**config.mk**
```make
export PLATFORM = sky130hd
export DESIGN_NAME = operand_fetch_stage
export DESIGN_NICKNAME = d
export VERILOG_FILES = /design/src/rtl/riscv_pkg.sv /design/src/rtl/reg_scoreboard.sv /design/src/rtl/operand_fetch_stage.sv
export SDC_FILE = /design/constraint.sdc
export NUM_CORES = 1
export LEC_CHECK = 0
export BUFFER_PORTS_ARGS = -buffer_cell sky130_fd_sc_hd__buf_2
export CAP_MARGIN = 20
export CORE_ASPECT_RATIO = 0.5
export CORE_MARGIN = 2
export CORE_UTILIZATION = 25
export CTS_CLUSTER_SIZE = 20
export DETAILED_ROUTE_END_ITERATION = 10
export SLEW_MARGIN = 30
export SYNTH_ARGS = -nofsm -noshare
export SYNTH_HDL_FRONTEND = slang
export SYNTH_SLANG_ARGS = --single-unit
```
**constraint.sdc**
```tcl
create_clock -name clk -period 5.44 [get_ports clk]
set_input_delay 1.088 -clock clk [delete_from_list [all_inputs] [get_ports clk]]
set_output_delay 1.088 -clock clk [all_outputs]
set_load 0.01 [all_outputs]
```
**src/rtl/riscv_pkg.sv**
```systemverilog
`default_nettype none
// ============================================================================
// Module      : riscv_pkg
// Description : Core-wide constants and types shared by decode, register_file
//               and operand_fetch_stage.
//               XLEN       - integer register / datapath width
//               REG_ADDR_W - register index width
//               NUM_REGS   - architectural integer register count
// Revision    : 1.0 - initial release
// ============================================================================
package riscv_pkg;
    localparam int XLEN       = 32;
    localparam int REG_ADDR_W = 5;
    localparam int NUM_REGS   = 32;

    typedef logic [REG_ADDR_W-1:0] reg_addr_t;
endpackage
`default_nettype wire

```
**src/rtl/reg_scoreboard.sv**
```systemverilog
`default_nettype none
// ============================================================================
// Module      : reg_scoreboard
// Description : Per-register "write pending" bits. A bit is set when an
//               instruction that writes that register leaves this stage, and
//               cleared when the register file write for it is seen.
// Ports       : clk, rst (async, active-low)
//               set_en/set_addr     - mark a register pending
//               clr_en/clr_addr     - writeback observed for a register
//               query_addr_0..2     - indices to look up
//               query_pend_0..2     - current pending bit of each index
// Revision    : 1.0 - initial release
// ============================================================================
module reg_scoreboard
    import riscv_pkg::*;
(
    input  logic      clk,
    input  logic      rst,
    input  logic      set_en,
    input  reg_addr_t set_addr,
    input  logic      clr_en,
    input  reg_addr_t clr_addr,
    input  reg_addr_t query_addr_0,
    input  reg_addr_t query_addr_1,
    input  reg_addr_t query_addr_2,
    output logic      query_pend_0,
    output logic      query_pend_1,
    output logic      query_pend_2
);

    logic [NUM_REGS-1:0] r_pend;
    logic [NUM_REGS-1:0] w_set_mask;
    logic [NUM_REGS-1:0] w_clr_mask;
    logic [NUM_REGS-1:0] w_pend_next;

    // Set is applied after clear so that a new writer issued in the same cycle
    // its predecessor writes back keeps the register pending.
    always_comb begin
        w_set_mask = '0;
        w_clr_mask = '0;
        if (set_en) begin
            w_set_mask[set_addr] = 1'b1;
        end
        if (clr_en) begin
            w_clr_mask[clr_addr] = 1'b1;
        end
        w_pend_next    = (r_pend & ~w_clr_mask) | w_set_mask;
        w_pend_next[0] = 1'b0;  // x0 is never written, never pending
    end

    always_ff @(posedge clk or negedge rst) begin
        if (!rst) begin
            r_pend <= '0;
        end else begin
            r_pend <= w_pend_next;
        end
    end

    assign query_pend_0 = r_pend[query_addr_0];
    assign query_pend_1 = r_pend[query_addr_1];
    assign query_pend_2 = r_pend[query_addr_2];

endmodule
`default_nettype wire

```
**src/rtl/operand_fetch_stage.sv**
```systemverilog
`default_nettype none
// ============================================================================
// Module      : operand_fetch_stage
// Description : Decode-to-execute stage. Reads both source operands from the
//               register file, bypasses a same-cycle writeback, stalls on
//               RAW/WAW hazards tracked by a pending scoreboard and presents a
//               registered operand bundle to execute over valid/ready.
// Ports       : clk, rst (async, active-low), flush
//               in_valid/in_ready, in_rs1, in_rs2, in_rd, in_payload  - decode
//               rf_read_address_0/1, rf_read_data_0/1                 - regfile
//               wb_write_enable/address/data                          - snooped
//               out_valid/out_ready, out_rs1_value, out_rs2_value,
//               out_rd, out_payload                                   - execute
// Revision    : 1.0 - initial release
// ============================================================================
module operand_fetch_stage
    import riscv_pkg::*;
#(
    parameter int XLEN      = riscv_pkg::XLEN,
    parameter int PAYLOAD_W = 64
) (
    input  logic                 clk,
    input  logic                 rst,
    input  logic                 flush,
    input  logic                 in_valid,
    output logic                 in_ready,
    input  reg_addr_t            in_rs1,
    input  reg_addr_t            in_rs2,
    input  reg_addr_t            in_rd,
    input  logic [PAYLOAD_W-1:0] in_payload,
    output reg_addr_t            rf_read_address_0,
    output reg_addr_t            rf_read_address_1,
    input  logic [XLEN-1:0]      rf_read_data_0,
    input  logic [XLEN-1:0]      rf_read_data_1,
    input  logic                 wb_write_enable,
    input  reg_addr_t            wb_write_address,
    input  logic [XLEN-1:0]      wb_write_data,
    output logic                 out_valid,
    input  logic                 out_ready,
    output logic [XLEN-1:0]      out_rs1_value,
    output logic [XLEN-1:0]      out_rs2_value,
    output reg_addr_t            out_rd,
    output logic [PAYLOAD_W-1:0] out_payload
);

    localparam reg_addr_t c_x0 = '0;

    logic                 r_out_valid;
    logic [XLEN-1:0]      r_out_rs1_value;
    logic [XLEN-1:0]      r_out_rs2_value;
    reg_addr_t            r_out_rd;
    logic [PAYLOAD_W-1:0] r_out_payload;

    logic w_pend_rs1;
    logic w_pend_rs2;
    logic w_pend_rd;
    logic w_wb_hit_rs1;
    logic w_wb_hit_rs2;
    logic w_busy_rs1;
    logic w_busy_rs2;
    logic w_busy_rd;
    logic w_hazard;
    logic w_accept;
    logic w_out_hs;
    logic [XLEN-1:0] w_rs1_value;
    logic [XLEN-1:0] w_rs2_value;

    assign rf_read_address_0 = in_rs1;
    assign rf_read_address_1 = in_rs2;

    assign w_out_hs = r_out_valid && out_ready;

    reg_scoreboard u_scoreboard (
        .clk          (clk),
        .rst          (rst),
        .set_en       (w_out_hs && (r_out_rd != c_x0)),
        .set_addr     (r_out_rd),
        .clr_en       (wb_write_enable && (wb_write_address != c_x0)),
        .clr_addr     (wb_write_address),
        .query_addr_0 (in_rs1),
        .query_addr_1 (in_rs2),
        .query_addr_2 (in_rd),
        .query_pend_0 (w_pend_rs1),
        .query_pend_1 (w_pend_rs2),
        .query_pend_2 (w_pend_rd)
    );

    // Writeback bypass: the register file only shows the new value next cycle.
    assign w_wb_hit_rs1 = wb_write_enable && (wb_write_address == in_rs1) && (in_rs1 != c_x0);
    assign w_wb_hit_rs2 = wb_write_enable && (wb_write_address == in_rs2) && (in_rs2 != c_x0);
    assign w_rs1_value  = w_wb_hit_rs1 ? wb_write_data : rf_read_data_0;
    assign w_rs2_value  = w_wb_hit_rs2 ? wb_write_data : rf_read_data_1;

    // A source is busy if its writer has left this stage and not yet written
    // back (unless that writeback is happening now), or if its writer is still
    // sitting in the output register (no forwarding from execute).
    assign w_busy_rs1 = (in_rs1 != c_x0) &&
                        ((w_pend_rs1 && !w_wb_hit_rs1) || (r_out_valid && (r_out_rd == in_rs1)));
    assign w_busy_rs2 = (in_rs2 != c_x0) &&
                        ((w_pend_rs2 && !w_wb_hit_rs2) || (r_out_valid && (r_out_rd == in_rs2)));
    // WAW: one outstanding writer per register; a clearing writeback does not
    // release the destination in the same cycle.
    assign w_busy_rd  = (in_rd != c_x0) &&
                        (w_pend_rd || (r_out_valid && (r_out_rd == in_rd)));

    assign w_hazard = w_busy_rs1 || w_busy_rs2 || w_busy_rd;
    assign in_ready = rst && !flush && !w_hazard && (!r_out_valid || out_ready);
    assign w_accept = in_valid && in_ready;

    always_ff @(posedge clk or negedge rst) begin
        if (!rst) begin
            r_out_valid     <= 1'b0;
            r_out_rs1_value <= '0;
            r_out_rs2_value <= '0;
            r_out_rd        <= '0;
            r_out_payload   <= '0;
        end else if (w_accept) begin
            r_out_valid     <= 1'b1;
            r_out_rs1_value <= w_rs1_value;
            r_out_rs2_value <= w_rs2_value;
            r_out_rd        <= in_rd;
            r_out_payload   <= in_payload;
        end else if (flush || w_out_hs) begin
            r_out_valid     <= 1'b0;
        end
    end

    assign out_valid     = r_out_valid;
    assign out_rs1_value = r_out_rs1_value;
    assign out_rs2_value = r_out_rs2_value;
    assign out_rd        = r_out_rd;
    assign out_payload   = r_out_payload;

endmodule
`default_nettype wire
```
# Word-level counts from Yosys, hierarchy flattened
# Index checks and enable logic that the tools add are counted.
[totals]
out_inout_bits = 145
ff_bits = 165
[op_classes]
magnitude_cmp = 7
n_eq_ne = 5
mux = 16
bitwise_logic = 3
n_reduce_logical = 39
[op_table]
columns = ["op", "count"]
rows = [
  ["32-bit two-way mux", 4],
  ["32-bit bitwise AND", 1],
  ["32-bit NOT", 1],
  ["32-bit bitwise OR", 1],
  ["5-bit by 6-bit less-than comparator with 1-bit output (second input constant)", 5],
  ["5-bit == test", 5],
  ["5-bit nonzero test", 5],
  ["1-bit logical AND", 21],
  ["1-bit binary-select mux with 5-bit select", 3],
  ["1-bit demux with 5-bit select", 2],
  ["5-bit by 1-bit >= comparator with 1-bit output (second input constant)", 2],
  ["1-bit logical OR", 7],
  ["1-bit two-way mux", 7],
  ["1-bit zero test", 5],
  ["2-bit nonzero test", 1],
]

# Depth between registers and ports, before layout
[depth]
depth_word = 14
mapped_depth = 11
depth_no_buf = 7

# Cells and area by module
# A second synthesis with hierarchy kept.
[hier_totals]
hier_cells = 649
area_unflattened_um2 = 8600.7
[by_module_without_submodules]
columns = ["mod", "cells_each", "n_inst", "area_each_um2"]
rows = [
  ["operand_fetch_stage", 420, 1, 6426.2],
  ["reg_scoreboard", 229, 1, 2174.6],
]

# Worst setup path after synthesis
# No wires, ideal clock.
[synth_timing]
path_kind = "input -> output"
start = "input port in_rs2[0]"
end = "output port in_ready"
stages = 8
n_path_buf = 2
arrival_time_ns = 2.752
setup_slack_ns = 1.600
cell_sequence = "buf_2 -> or4_1 -> nor2_1 -> or4_1 -> clkbuf_1 -> o21ai_0 -> o31ai_1 -> nor2_1"
[synth_via]
elab_chain_cells = 12
[synth_lines]
columns = ["element", "line_no", "rtl"]
rows = [
  ["start, declared", "operand_fetch_stage.sv:28", "input reg_addr_t in_rs2,"],
  ["parallel branches: the longest is 6 deep, another holds 1-bit binary-select mux with 5-bit select", "--", ""],
  ["1-bit logical AND *", "operand_fetch_stage.sv:99", "assign w_busy_rs2 = (in_rs2 != c_x0) &&"],
  ["1-bit logical OR * (2 in series)", "operand_fetch_stage.sv:106", "assign w_hazard = w_busy_rs1 || w_busy_rs2 || w_busy_rd;"],
  ["1-bit zero test *", "operand_fetch_stage.sv:107", "assign in_ready = rst && !flush && !w_hazard && (!r_out_valid || out_ready);"],
  ["1-bit logical AND * (2 in series)", "operand_fetch_stage.sv:107", ""],
  ["end, declared", "operand_fetch_stage.sv:26", "output logic in_ready,"],
]
# Mark *: on every way between the ends. The select of a mux whose other input is x is not followed.

# Worst setup path in the final report
# Ends and elaborated chain as after synthesis.

==> results.md <==
* Critical Path RT at 4.35 ns
* Hold crit path type: reg2reg
* Async S/R FF share, synth at 100%
* Number of global-route vias before repair at 6835
* Layout cells sized above 1 at a little under three fifths
* Hold Startpoint: out_rs1_value[13]
* Yosys top cell area share at 49.5%
* Max Freq at 236 MHz
* Routability cong. at between 0.9 and 1
* VDD IR max at 224 uV
* Max transition margin at 42.2%
* Num CTS Buffers at 17
* Final Hold Vio Count at 0
* Max Slew Vio Count at 0
* Drt initial violations at about 370
* Worst Setup End Kind: primary output
* Post-layout net count at around 1100
* Cell taking the most area after synthesis: dfrtp_1
* Setup TNS at 0 ns
* Worst setup startpoint: in_rs2[0]
* CP arrival at 3.16 ns
* Post-DP HPWL at approximately 20000 um
* Post-CTS Setup Inserts at 0
* Reg2reg path depth at 7
* Final Setup Violations at 0
* Number of synthesized flops with an enable pin at 0
* Root buf cell: clkbuf_16
* Clock latency on the worst-skew pair at 0.44 ns
* Die width at 262 um
* Least-Margin Pin Slew at 0.867 ns
* Synthesized area at 8340 um^2
* Post-CTS Hold Fix Bufs at 0
* Cells after Synth at 638
* CTS resizes at 0
* Antenna viol nets, final at 0
* CTS tree: built
* Leakage power at 4.94 nW
* Synthesized area per cell at between 10 and 15 um^2
* R2R Setup Slk at 2.22 ns
* FF-to-FF Start: u_scoreboard.r_pend[29]
* Post-route clock period utilization at 78.0%
* Critical Path Start Type: input pin
* Synth Net Count at a little over 800
* DR WL/cell at ~19 um
* DRC at 0
* Clk sinks at 165
* Power Dens Cells at a little over 400 nW/um^2
* Flop and latch count out of synthesis at 165
* Status: completed
* Boundary Pins at 331
* Die height at about 130 um
* Hold endpoint: out_rs1_value[13]
* Commonest cells after routing, fill and taps aside: 329 x buf_2, 165 x dfrtp_1, 140 x mux2_2
* Seq/Total Area, Yosys at 49.5%
* Core area at ~33000 um^2
* CP Max Fanout at 9
* Most common cell after layout, fill and taps aside: buf_2
* Pin count of the biggest net entering global routing at 135
* Clk slew on worst S/H paths at 0.06 ns
* Total gr overflow at 0
* Largest cells by area after synthesis: dfrtp_1 50%, mux2_2 19%, mux2_1 8.0%
* Drt pass-1 iters at 5
* DR vias at 6623
* Critical R2R Capture: out_payload[37]
* Hold-critical path depth at 1
* Maximum root-to-sink buffer count at 2
* Ys flop type: dfrtp_1
* Post-synth cell types at 44
* Unrepaired setup endpoints after global routing: no
* Power consumption at 4.51 mW
* Htree depth at 4
* Maxcap violations at 0
* Initial antenna violation count at 2
* Die area at around 35000 um^2
* Initial Util at 25.3%
* Port Buffers at 330
* Synth warn at 0
* Post-DR vias/cell at between 4 and 5
* Core Rows at 47
* Layout area overhead at 31.1%
* First-pass GRT wire length at a little over 40000 um
* Worst Skew at 0.0107 ns
* Total GRT Usage at 15.0%
* Min Tclk post-route at 4.25 ns
* Fill cells at 3310
* Critical path type: in2out
* Routed Wire Length at 26800 um
==> cell usage after synthesis (2+ instances only) <==
| cell | number |
|---|---|
| nor4_1 | 6 |
| or3b_2 | 3 |
| buf_2 | 13 |
| mux2_1 | 59 |
| nand2b_1 | 7 |
| mux4_2 | 18 |
| xor2_1 | 10 |
| mux2_2 | 140 |
| nor3_1 | 4 |
| nor2_1 | 8 |
| clkbuf_1 | 23 |
| a2111oi_0 | 2 |
| o31ai_1 | 2 |
| o21ai_0 | 62 |
| nand2_1 | 14 |
| a211oi_1 | 6 |
| buf_4 | 11 |
| nand3b_1 | 8 |
| nand3_1 | 8 |
| nor2b_1 | 9 |
| dfrtp_1 | 165 |
| mux2i_1 | 7 |
| xnor2_1 | 15 |
| or3_1 | 2 |
| a21oi_1 | 3 |
| inv_1 | 3 |
| nand4_1 | 5 |
| or4_1 | 2 |
| nor3b_1 | 3 |
| buf_6 | 6 |
==> worst max-delay path by stage <==
| stage | cells past startpoint | slack (ns) | endpoint |
|---|---|---|---|
| global placement | 8 | 1.23 | in_ready |
| CTS | 8 | 1.22 | in_ready |
| floorplan | 8 | 1.60 | in_ready |
| finish | 8 | 1.19 | in_ready |
| global route | 8 | 1.09 | in_ready |
| detailed placement | 8 | 1.23 | out_rs2_value[26] |
==> report_power, final <==
part | leakage [nW] | total (mW) | internal, mW | switching (mW)
Combinational | 2.61 | 1.32 | 0.652 | 0.664
Clock | 0.303 | 1.32 | 0.776 | 0.542
Sequential | 2.03 | 1.88 | 1.62 | 0.261
==> routing by layer <==
metal | up-vias | wire length, um | track usage, %
li1 | 2941 | - | -
met1 | 3433 | 10800 | 18.5
met2 | 201 | 14200 | 26.3
met3 | 46 | 1100 | 2.83
met4 | 2 | 671 | 5.81
met5 | - | 8 | 0
==> through the flow <==
stage          worst slack [ns]  std cells  instance area, um^2  util (%)  hold slack, ns
2_1_floorplan              1.60        638                 8340         -           0.497
3_3_place_gp               1.23       1360                10300      31.3           0.465
3_5_place_dp               1.23       1360                10300      31.3           0.469
4_1_cts                    1.22       1392                10900      33.2           0.484
5_1_grt                    1.09       1393                10900      33.2           0.496
6_report                   1.19       1393                10900      33.2           0.479
==> worst max-delay path, cell delays in order <==
cell and delay, ns:
buf_2 0.19, or4_1 0.52, nor2_1 0.22, or4_1 0.20, o21ai_0 0.10, o31ai_1 0.57, nor2_1 0.09, buf_2 0.17
==> state kept, by name (all words and copies together) (netlist names) <==
register,flops
out_payload,64
out_rd,5
out_rs1_value,32
out_rs2_value,32
out_valid,1
u_scoreboard.r_pend,31
==> layout make-up <==
class / count / area [um^2] / area share [%]
well taps: 441 / 552 / 5.05
clock buffers: 18 / 429 / 3.93
inverters: 3 / 11.3 / 0.103
clock inverters: 14 / 200 / 1.83
flip-flops and latches: 165 / 4130 / 37.8
multi-input cells: 416 / 3900 / 35.6
repair buffers: 335 / 1710 / 15.7
diodes: 1 / 2.50 / 0.0229
==> kinds of logic (layout without fill, tap and decap cells) <==
family | count (synthesis) | in the layout | synth area share, %
simple gates | 86 | 86 | 6.06
other cells | 0 | 1 | 0
mux | 224 | 224 | 32.6
buf+inv | 57 | 370 | 3.80
compound gates | 81 | 81 | 5.40
xor+xnor | 25 | 25 | 2.63
flops | 165 | 165 | 49.5
(Power assumes the default switching activity.)
